===== src/rtl/ysyx_22040750_lsu_xbar_pkg.sv =====
// Shared definitions for the LSU data-side crossbar: CLINT region defaults,
// slave-select encoding and the read/write FSM state encodings.
package ysyx_22040750_lsu_xbar_pkg;

  localparam logic [31:0] CLINT_BASE_DFLT = 32'h0200_0000;
  localparam logic [31:0] CLINT_SIZE_DFLT = 32'h0001_0000;

  typedef enum logic {
    SEL_MEM   = 1'b0,
    SEL_CLINT = 1'b1
  } sel_e;

  typedef enum logic {
    R_IDLE = 1'b0,
    R_WAIT = 1'b1
  } rstate_e;

  typedef enum logic [1:0] {
    W_IDLE  = 2'd0,
    W_DATA  = 2'd1,
    W_BWAIT = 2'd2,
    W_BRESP = 2'd3
  } wstate_e;

endpackage


===== src/rtl/ysyx_22040750_addr_dec.sv =====
// Combinational address decoder: CLINT when the address falls inside the
// size-aligned CLINT window, MEM otherwise.
module ysyx_22040750_addr_dec
  import ysyx_22040750_lsu_xbar_pkg::*;
#(
  parameter logic [31:0] CLINT_BASE = CLINT_BASE_DFLT,
  parameter logic [31:0] CLINT_SIZE = CLINT_SIZE_DFLT
) (
  input  logic [31:0] addr,
  output sel_e        sel
);

  // Size is a power of two and the base is aligned, so a masked compare suffices.
  localparam logic [31:0] REGION_MASK = ~(CLINT_SIZE - 32'd1);

  always_comb begin
    sel = ((addr & REGION_MASK) == CLINT_BASE) ? SEL_CLINT : SEL_MEM;
  end

endmodule


===== src/rtl/ysyx_22040750_lsu_xbar.sv =====
// 1-master / 2-slave AXI-lite-style crossbar between the LSU and CLINT/MEM.
// Independent read and write FSMs, one outstanding transaction each.
module ysyx_22040750_lsu_xbar
  import ysyx_22040750_lsu_xbar_pkg::*;
#(
  parameter logic [31:0] CLINT_BASE = CLINT_BASE_DFLT,
  parameter logic [31:0] CLINT_SIZE = CLINT_SIZE_DFLT
) (
  input  logic        I_clk,
  input  logic        I_rst,
  input  logic [31:0] I_m_araddr,
  input  logic        I_m_arvalid,
  output logic        O_m_arready,
  output logic [63:0] O_m_rdata,
  output logic        O_m_rvalid,
  input  logic        I_m_rready,
  input  logic [31:0] I_m_awaddr,
  input  logic        I_m_awvalid,
  output logic        O_m_awready,
  input  logic [63:0] I_m_wdata,
  input  logic [7:0]  I_m_wstrb,
  input  logic        I_m_wvalid,
  output logic        O_m_wready,
  output logic        O_m_bvalid,
  input  logic        I_m_bready,
  output logic [31:0] O_clint_araddr,
  output logic        O_clint_arvalid,
  input  logic        I_clint_arready,
  input  logic [63:0] I_clint_rdata,
  input  logic        I_clint_rvalid,
  output logic        O_clint_rready,
  output logic [31:0] O_clint_awaddr,
  output logic        O_clint_awvalid,
  input  logic        I_clint_awready,
  output logic [63:0] O_clint_wdata,
  output logic [7:0]  O_clint_wstrb,
  output logic        O_clint_wvalid,
  input  logic        I_clint_wready,
  input  logic        I_clint_bvalid,
  output logic        O_clint_bready,
  output logic [31:0] O_mem_araddr,
  output logic        O_mem_arvalid,
  input  logic        I_mem_arready,
  input  logic [63:0] I_mem_rdata,
  input  logic        I_mem_rvalid,
  output logic        O_mem_rready,
  output logic [31:0] O_mem_awaddr,
  output logic        O_mem_awvalid,
  input  logic        I_mem_awready,
  output logic [63:0] O_mem_wdata,
  output logic [7:0]  O_mem_wstrb,
  output logic        O_mem_wvalid,
  input  logic        I_mem_wready,
  input  logic        I_mem_bvalid,
  output logic        O_mem_bready
);

  sel_e    ar_sel, aw_sel;
  sel_e    rsel, rsel_nxt, wsel, wsel_nxt;
  rstate_e rstate, rstate_nxt;
  wstate_e wstate, wstate_nxt;
  logic    sel_wready, sel_bvalid;

  ysyx_22040750_addr_dec #(.CLINT_BASE(CLINT_BASE), .CLINT_SIZE(CLINT_SIZE)) u_ar_dec (
    .addr (I_m_araddr),
    .sel  (ar_sel)
  );

  ysyx_22040750_addr_dec #(.CLINT_BASE(CLINT_BASE), .CLINT_SIZE(CLINT_SIZE)) u_aw_dec (
    .addr (I_m_awaddr),
    .sel  (aw_sel)
  );

  // Address and data lines fan out to both slaves; only valids/readies are steered.
  assign O_clint_araddr = I_m_araddr;
  assign O_mem_araddr   = I_m_araddr;
  assign O_clint_awaddr = I_m_awaddr;
  assign O_mem_awaddr   = I_m_awaddr;
  assign O_clint_wdata  = I_m_wdata;
  assign O_mem_wdata    = I_m_wdata;
  assign O_clint_wstrb  = I_m_wstrb;
  assign O_mem_wstrb    = I_m_wstrb;
  assign O_m_rdata      = (rsel == SEL_CLINT) ? I_clint_rdata : I_mem_rdata;
  assign O_m_bvalid     = (wstate == W_BRESP);
  assign sel_wready     = (wsel == SEL_CLINT) ? I_clint_wready : I_mem_wready;
  assign sel_bvalid     = (wsel == SEL_CLINT) ? I_clint_bvalid : I_mem_bvalid;

  always_ff @(posedge I_clk) begin
    if (I_rst) begin
      rstate <= R_IDLE;
      rsel   <= SEL_MEM;
      wstate <= W_IDLE;
      wsel   <= SEL_MEM;
    end else begin
      rstate <= rstate_nxt;
      rsel   <= rsel_nxt;
      wstate <= wstate_nxt;
      wsel   <= wsel_nxt;
    end
  end

  always_comb begin
    rstate_nxt      = rstate;
    rsel_nxt        = rsel;
    O_m_arready     = 1'b0;
    O_m_rvalid      = 1'b0;
    O_clint_arvalid = 1'b0;
    O_mem_arvalid   = 1'b0;
    O_clint_rready  = 1'b0;
    O_mem_rready    = 1'b0;
    case (rstate)
      R_IDLE: begin
        if (ar_sel == SEL_CLINT) begin
          O_clint_arvalid = I_m_arvalid;
          O_m_arready     = I_clint_arready;
        end else begin
          O_mem_arvalid = I_m_arvalid;
          O_m_arready   = I_mem_arready;
        end
        if (I_m_arvalid && O_m_arready) begin
          rstate_nxt = R_WAIT;
          rsel_nxt   = ar_sel;
        end
      end
      R_WAIT: begin
        if (rsel == SEL_CLINT) begin
          O_m_rvalid     = I_clint_rvalid;
          O_clint_rready = I_m_rready;
        end else begin
          O_m_rvalid   = I_mem_rvalid;
          O_mem_rready = I_m_rready;
        end
        if (O_m_rvalid && I_m_rready) rstate_nxt = R_IDLE;
      end
      default: rstate_nxt = R_IDLE;
    endcase
  end

  always_comb begin
    wstate_nxt      = wstate;
    wsel_nxt        = wsel;
    O_m_awready     = 1'b0;
    O_m_wready      = 1'b0;
    O_clint_awvalid = 1'b0;
    O_mem_awvalid   = 1'b0;
    O_clint_wvalid  = 1'b0;
    O_mem_wvalid    = 1'b0;
    O_clint_bready  = 1'b0;
    O_mem_bready    = 1'b0;
    case (wstate)
      W_IDLE: begin
        if (aw_sel == SEL_CLINT) begin
          O_clint_awvalid = I_m_awvalid;
          O_m_awready     = I_clint_awready;
        end else begin
          O_mem_awvalid = I_m_awvalid;
          O_m_awready   = I_mem_awready;
        end
        if (I_m_awvalid && O_m_awready) begin
          wstate_nxt = W_DATA;
          wsel_nxt   = aw_sel;
        end
      end
      W_DATA: begin
        O_m_wready = sel_wready;
        if (wsel == SEL_CLINT) begin
          O_clint_wvalid = I_m_wvalid;
          O_clint_bready = 1'b1;
        end else begin
          O_mem_wvalid = I_m_wvalid;
          O_mem_bready = 1'b1;
        end
        // A slave may answer B in the same cycle it accepts W; capture it here.
        if (I_m_wvalid && sel_wready) wstate_nxt = sel_bvalid ? W_BRESP : W_BWAIT;
      end
      W_BWAIT: begin
        if (wsel == SEL_CLINT) O_clint_bready = 1'b1;
        else                   O_mem_bready   = 1'b1;
        if (sel_bvalid) wstate_nxt = W_BRESP;
      end
      W_BRESP: begin
        if (I_m_bready) wstate_nxt = W_IDLE;
      end
      default: wstate_nxt = W_IDLE;
    endcase
  end

endmodule


===== config.mk =====
export PLATFORM = sky130hd
export DESIGN_NAME = ysyx_22040750_lsu_xbar
export DESIGN_NICKNAME = d
export VERILOG_FILES = /design/src/rtl/ysyx_22040750_lsu_xbar_pkg.sv /design/src/rtl/ysyx_22040750_addr_dec.sv /design/src/rtl/ysyx_22040750_lsu_xbar.sv
export SDC_FILE = /design/constraint.sdc
export NUM_CORES = 1
export LEC_CHECK = 0
export BUFFER_PORTS_ARGS = -buffer_cell sky130_fd_sc_hd__clkbuf_2
export CORE_AREA = 2 2 243 245
export CTS_CLUSTER_DIAMETER = 120
export DETAILED_ROUTE_END_ITERATION = 12
export DIE_AREA = 0 0 245 247
export PLACE_DENSITY = 0.37
export RECOVER_POWER = 50
export SYNTH_ARGS = -nofsm -noshare
export SYNTH_HDL_FRONTEND = slang
export SYNTH_SLANG_ARGS = --single-unit

===== constraint.sdc =====
create_clock -name I_clk -period 2.5 [get_ports I_clk]
set_input_delay 0.25 -clock I_clk [delete_from_list [all_inputs] [get_ports I_clk]]
set_output_delay 0.25 -clock I_clk [all_outputs]
set_load 0.01 [all_outputs]

Word-level counts from Yosys, hierarchy flattened

Cells that the tools add are included.

Bits in registers: 5
Input port bits: 281
Word-level logic and storage cells: 67

Equal/unequal tests: 9
Multiplexer cells: 44
Bitwise logic cells: 1
Reduce and logical (&&, ||, !) cells: 9

Operators by type and width:

| operator             | count |
|---|---|
| $mux 64              | 1 |
| $mux 1               | 37 |
| $eq 16x10->1 const B | 2 |
| $mux 2               | 4 |
| $pmux 2 s4           | 1 |
| $ne 2x2->1 const B   | 3 |
| $eq 2x2->1 const B   | 2 |
| $logic_and 1x1->1    | 4 |
| $reduce_and 2->1     | 2 |
| $reduce_and 4->1     | 1 |
| $eq 2x1->1 const B   | 1 |
| $logic_not 2->1      | 1 |
| $ne 2x1->1 const B   | 1 |
| $pmux 1 s2           | 1 |
| $reduce_or 2->1      | 1 |
| $not 1->1            | 1 |

Logic depth before layout (Yosys ltp)

Word-level depth: 7
Mapped depth: 6
Mapped depth without buffers: 6

Cells and area by module

From an unflattened synthesis, not the netlist that was laid out.

Cell total of the unflattened synthesis: 416
Area, all modules: 3360.7 um2

By module, submodules not included:

| module                 | times used | cells each | area each (um2) | sequential area each (um2) |
|---|---|---|---|---|
| ysyx_22040750_lsu_xbar | 1          | 406        | 3288.2          | 100.1 |
| ysyx_22040750_addr_dec | 2          | 5          | 36.3            | 0.0 |

Least setup slack after synthesis

OpenSTA, ideal clock, no wires.

Kind: register to output
Start point: register rsel
End point: output O_m_rdata[46]
Arrival: 1301 ps
Data required time: 2250 ps
Slack: 949 ps
Stages on the path, launching flop included: 5
Path buffers: 3
Path through: dfxtp_1 > clkbuf_1 > buf_2 > buf_2 > mux2_2

Longest elaborated chain between the ends: 1

RTL lines:

| element                | RTL line                     | source |
|---|---|---|
| start, declared        | ysyx_22040750_lsu_xbar.sv:59 | `sel_e rsel, rsel_nxt, wsel, wsel_nxt;` |
| start signal, assigned | ysyx_22040750_lsu_xbar.sv:96 | `rsel <= rsel_nxt;` |
| $mux 64                | ysyx_22040750_lsu_xbar.sv:83 | `assign O_m_rdata = (rsel == SEL_CLINT) ? I_clint_rdata : I_mem_rdata;` |
| end, declared          | ysyx_22040750_lsu_xbar.sv:14 | `output logic [63:0] O_m_rdata,` |

No other way between the ends.

Worst setup path after layout

Start point: input I_m_araddr[17]
End point: output O_m_arready

Longest elaborated chain between the ends: 5

RTL lines:

| element             | RTL line                      | source |
|---|---|---|
| start, declared     | ysyx_22040750_lsu_xbar.sv:11  | `input logic [31:0] I_m_araddr,` |
| $eq 16x10->1        | ysyx_22040750_addr_dec.sv:17  | `sel = ((addr & REGION_MASK) == CLINT_BASE) ? SEL_CLINT : SEL_MEM;` |
| $mux 1              | ysyx_22040750_addr_dec.sv:17  |  |
| $mux 1              | ysyx_22040750_lsu_xbar.sv:113 | `if (ar_sel == SEL_CLINT) begin` |
| $mux 1 (2 in a row) | ysyx_22040750_lsu_xbar.sv:111 | `case (rstate)` |
| end, declared       | ysyx_22040750_lsu_xbar.sv:13  | `output logic O_m_arready,` |

No other way between the ends. The select of a mux whose other input is x is not followed.

==> metrics.md <==
| Metric | Value |
|---|---|
| Maximum level of the CTS H-tree | 1 |
| Count of unique library cells instantiated by Yosys | 31 |
| Number of non-filler instances in the completed layout | 1237 |
| Clock transition at path regs | 0.04 ns |
| Post-synthesis instance total | between 400 and 500 |
| Count of port buffers added during placement | 319 |
| Max-slew violations | 0 |
| Fin crit period | ~1.9 ns |
| Power density over cell area | 270 nW/µm² |
| Max-slew headroom at the worst pin | 61.9% |
| HPWL after detailed placement | 12600 µm |
| Clock buffer depth | 2 |
| Clk_lat worst skew | 0.24 ns |
| R2r worst-path depth | 6 |
| Placeable Area | 58200 µm² |
| Top-level I/O count | 632 |
| Global-route wire length before repair | around 17000 µm |
| Post-CTS setup-driven buffer insertion count | 0 |
| Actual transition at the worst max-transition pin | 0.566 ns |
| Gr ovfl total | 0 |
| Setup violations, final | 0 |
| # clock sinks | 5 |
| Number of antenna violations at the first check in global routing | 0 |
| Synthesis warning total | 0 |
| Period utilization | around three quarters |
| Remaining design rule violation count | 0 |
| Post-Syn Area per Cell | 8.08 µm² |
| DIE AREA | 60500 µm² |
| Relative area change from synthesis to final layout | 17.7% |
| Cell internal pwr | between 600 and 700 µW |
| Run status | completed |
| Clock tree from TritonCTS | built |
| Required time of the critical path | between 2 and 2.5 ns |
| Height of the die | about 250 µm |
| Switching power | roughly 440 µW |
| CP Data Arrival Time | 1.67 ns |
| Post-route clock skew | 0.000155 ns |
| Type of destination of the critical path | output port |
| Fraction of final layout cells with drive strength greater than 1 | 84.9% |
| Highest achievable clock rate | around 0.52 GHz |
| Filler cell count | 6881 |
| Sequential share of power | 10.5% |
| Hold Path Origin | I_mem_arready |
| Overall routed net length | 13800 µm |
| Max IR drop VDD | 0.214 mV |
| Vias after detailed routing | 2659 |
| Root buffer cell | clkbuf_16 |
| Number of global-route vias before repair | 2389 |
| Gpl congestion | 0.756 |
| Combinational Power Share | 63.0% |
| Power share of the clock group | 26.4% |
| Launch point of the worst path | I_m_araddr[17] |
| Critical Path Start Type | primary input |
| Iteration-0 DRC Markers | 44 |
| Final hold violations | 0 |
| Remaining antenna violation count | 0 |
| Via density | between 2 and 2.5 |
| Resized Gates After CTS | 0 |
| Total routing usage reported by global routing | 4.14% |
| Site Rows | 89 |
| Instance count along the most critical hold path | 4 |
| Syn Nets | between 700 and 800 |
| Fin nets | 750 |
| Pin count of the biggest net entering global routing | 69 |
| Average routed wire per standard cell | 11.2 µm |
| Inserted Diodes | 0 |
| Pre-Repair DR Iteration Count | 4 |
| Sum of negative setup slack | 0 ns |
| Flops & latches, synth | 5 |
| Max-capacitance violation count | 0 |
| Unrepaired setup endpoints after global routing | no |
| Post-synth design cell area | between 3000 and 4000 µm² |
| Number of buffers created by CTS | 3 |
| Switching share of power | between 40% and 50% |
| R2r startpoint | wstate[0] |
| Starting density of the core | 5.81% |
| Sequential area share after synthesis | between 2 and 3% |
| Largest driver fanout on the critical path | 4 |
| Standby leakage power | 1.84 nW |
| Classification of the worst setup path | primary input to output port |
| Hold/Removal Path Class | primary input to register |
| Number of buffers inserted for hold repair after clock tree synthesis | 0 |
| Placed Cells incl. Taps | 1233 |
| Width of the die | 245 µm |
[worst max-delay path: stages]
cell,delay [ns]
clkbuf_2,0.10
nor4_1,0.53
nand4_1,0.28
mux2i_1,0.27
nor2_1,0.07
clkbuf_2,0.15
[power by group through the flow]
stage          Sequential, mW  Clock [mW]  Combinational (mW)
3_5_place_dp            0.115           0               0.685
2_1_floorplan           0.111           0               0.743
5_1_grt                 0.118       0.309               0.754
3_3_place_gp            0.114           0               0.681
4_1_cts                 0.113       0.306               0.689
6_report                0.113       0.285               0.678
[layout by cell type, fill, tap and decap left out, types with 2 or more instances in the layout]
cell type / instances
a21boi_0: 2
a21oi_1: 6
and2_1: 2
and3_1: 3
buf_4: 2
clkbuf_16: 3
clkbuf_2: 319
dfxtp_1: 4
ha_1: 4
inv_1: 4
mux2_1: 3
mux2_2: 61
mux2i_1: 5
nand2_1: 5
nand2b_1: 2
nand3_1: 2
nor2_1: 9
nor2b_1: 7
nor4_1: 3
nor4_2: 3
o21ai_1: 2
[through the flow]
step                setup slack [ns]  utilization, %  hold slack [ns]  instance area (µm²)  power [mW]
floorplan                      0.949               -            0.318                 3380       0.854
global placement               0.514            6.71            0.500                 3910       0.795
detailed placement             0.470            6.71            0.500                 3910       0.799
CTS                            0.467            6.84            0.340                 3990        1.11
global route                   0.399            6.84            0.396                 3990        1.18
finish                         0.583            6.84            0.335                 3990        1.08
[layout make-up]
cell class              count  area [µm²]  area share, %
well taps                 773         967           24.3
multi-input cells         129        1190           29.8
flip-flops and latches      5         104           2.61
inverters                   4        15.0          0.377
clock buffers               4        78.8           1.98
repair buffers            322        1630           40.9
[path summary, 6_finish.rpt]
kind	slack (ns)	end
setup reg to reg	0.90	wstate[0]
hold reg to reg	0.61	wstate[0]
setup / recovery	0.58	O_m_arready
hold / removal	0.33	rsel
[metal layers]
layer / track usage, % / wire, µm
met5: 0 / 0
met4: 2.13 / 705
met3: 2.46 / 1820
met2: 5.37 / 5420
met1: 5.25 / 5870
[synthesized netlist by cell type (all sizes together)]
cell type	instances	area [µm²]
buf	276	2060
mux2	64	721
nor2	9	33.8
nor2b	7	43.8
a21oi	6	30.0
mux2i	6	63.8
nor4	6	56.3
clkbuf	5	18.8
dfxtp	5	100
nand2	5	18.8
ha	4	50.1
inv	4	15.0
and3	3	18.8
o21ai	3	15.0
a21boi	2	15.0
and2	2	12.5
nand2b	2	12.5
nand3	2	10.0
nand4	2	18.8
nor4b	2	32.5
a21o	1	7.51
a311oi	1	15.0
a31oi	1	6.26
nand3b	1	7.51
[registers in the layout, summed over array words and instances, names as in the netlist]
| signal | count |
|---|---|
| wstate | 2 |
| rstate | 1 |
| wsel | 1 |
| rsel | 1 |
[kinds of logic (layout without fill, tap and decap cells)]
logic type	Yosys count	count (layout)	synth area share [%]
AND/OR/NAND/NOR	41	41	7.84
multiplexers	70	70	23.2
AO/OA/AOI/OAI	14	14	2.62
adder cells (fa/ha/maj)	4	4	1.48
flip-flops	5	5	2.96
buffers and inverters	285	330	61.9
No activity file was read; power rests on OpenSTA's default activity.
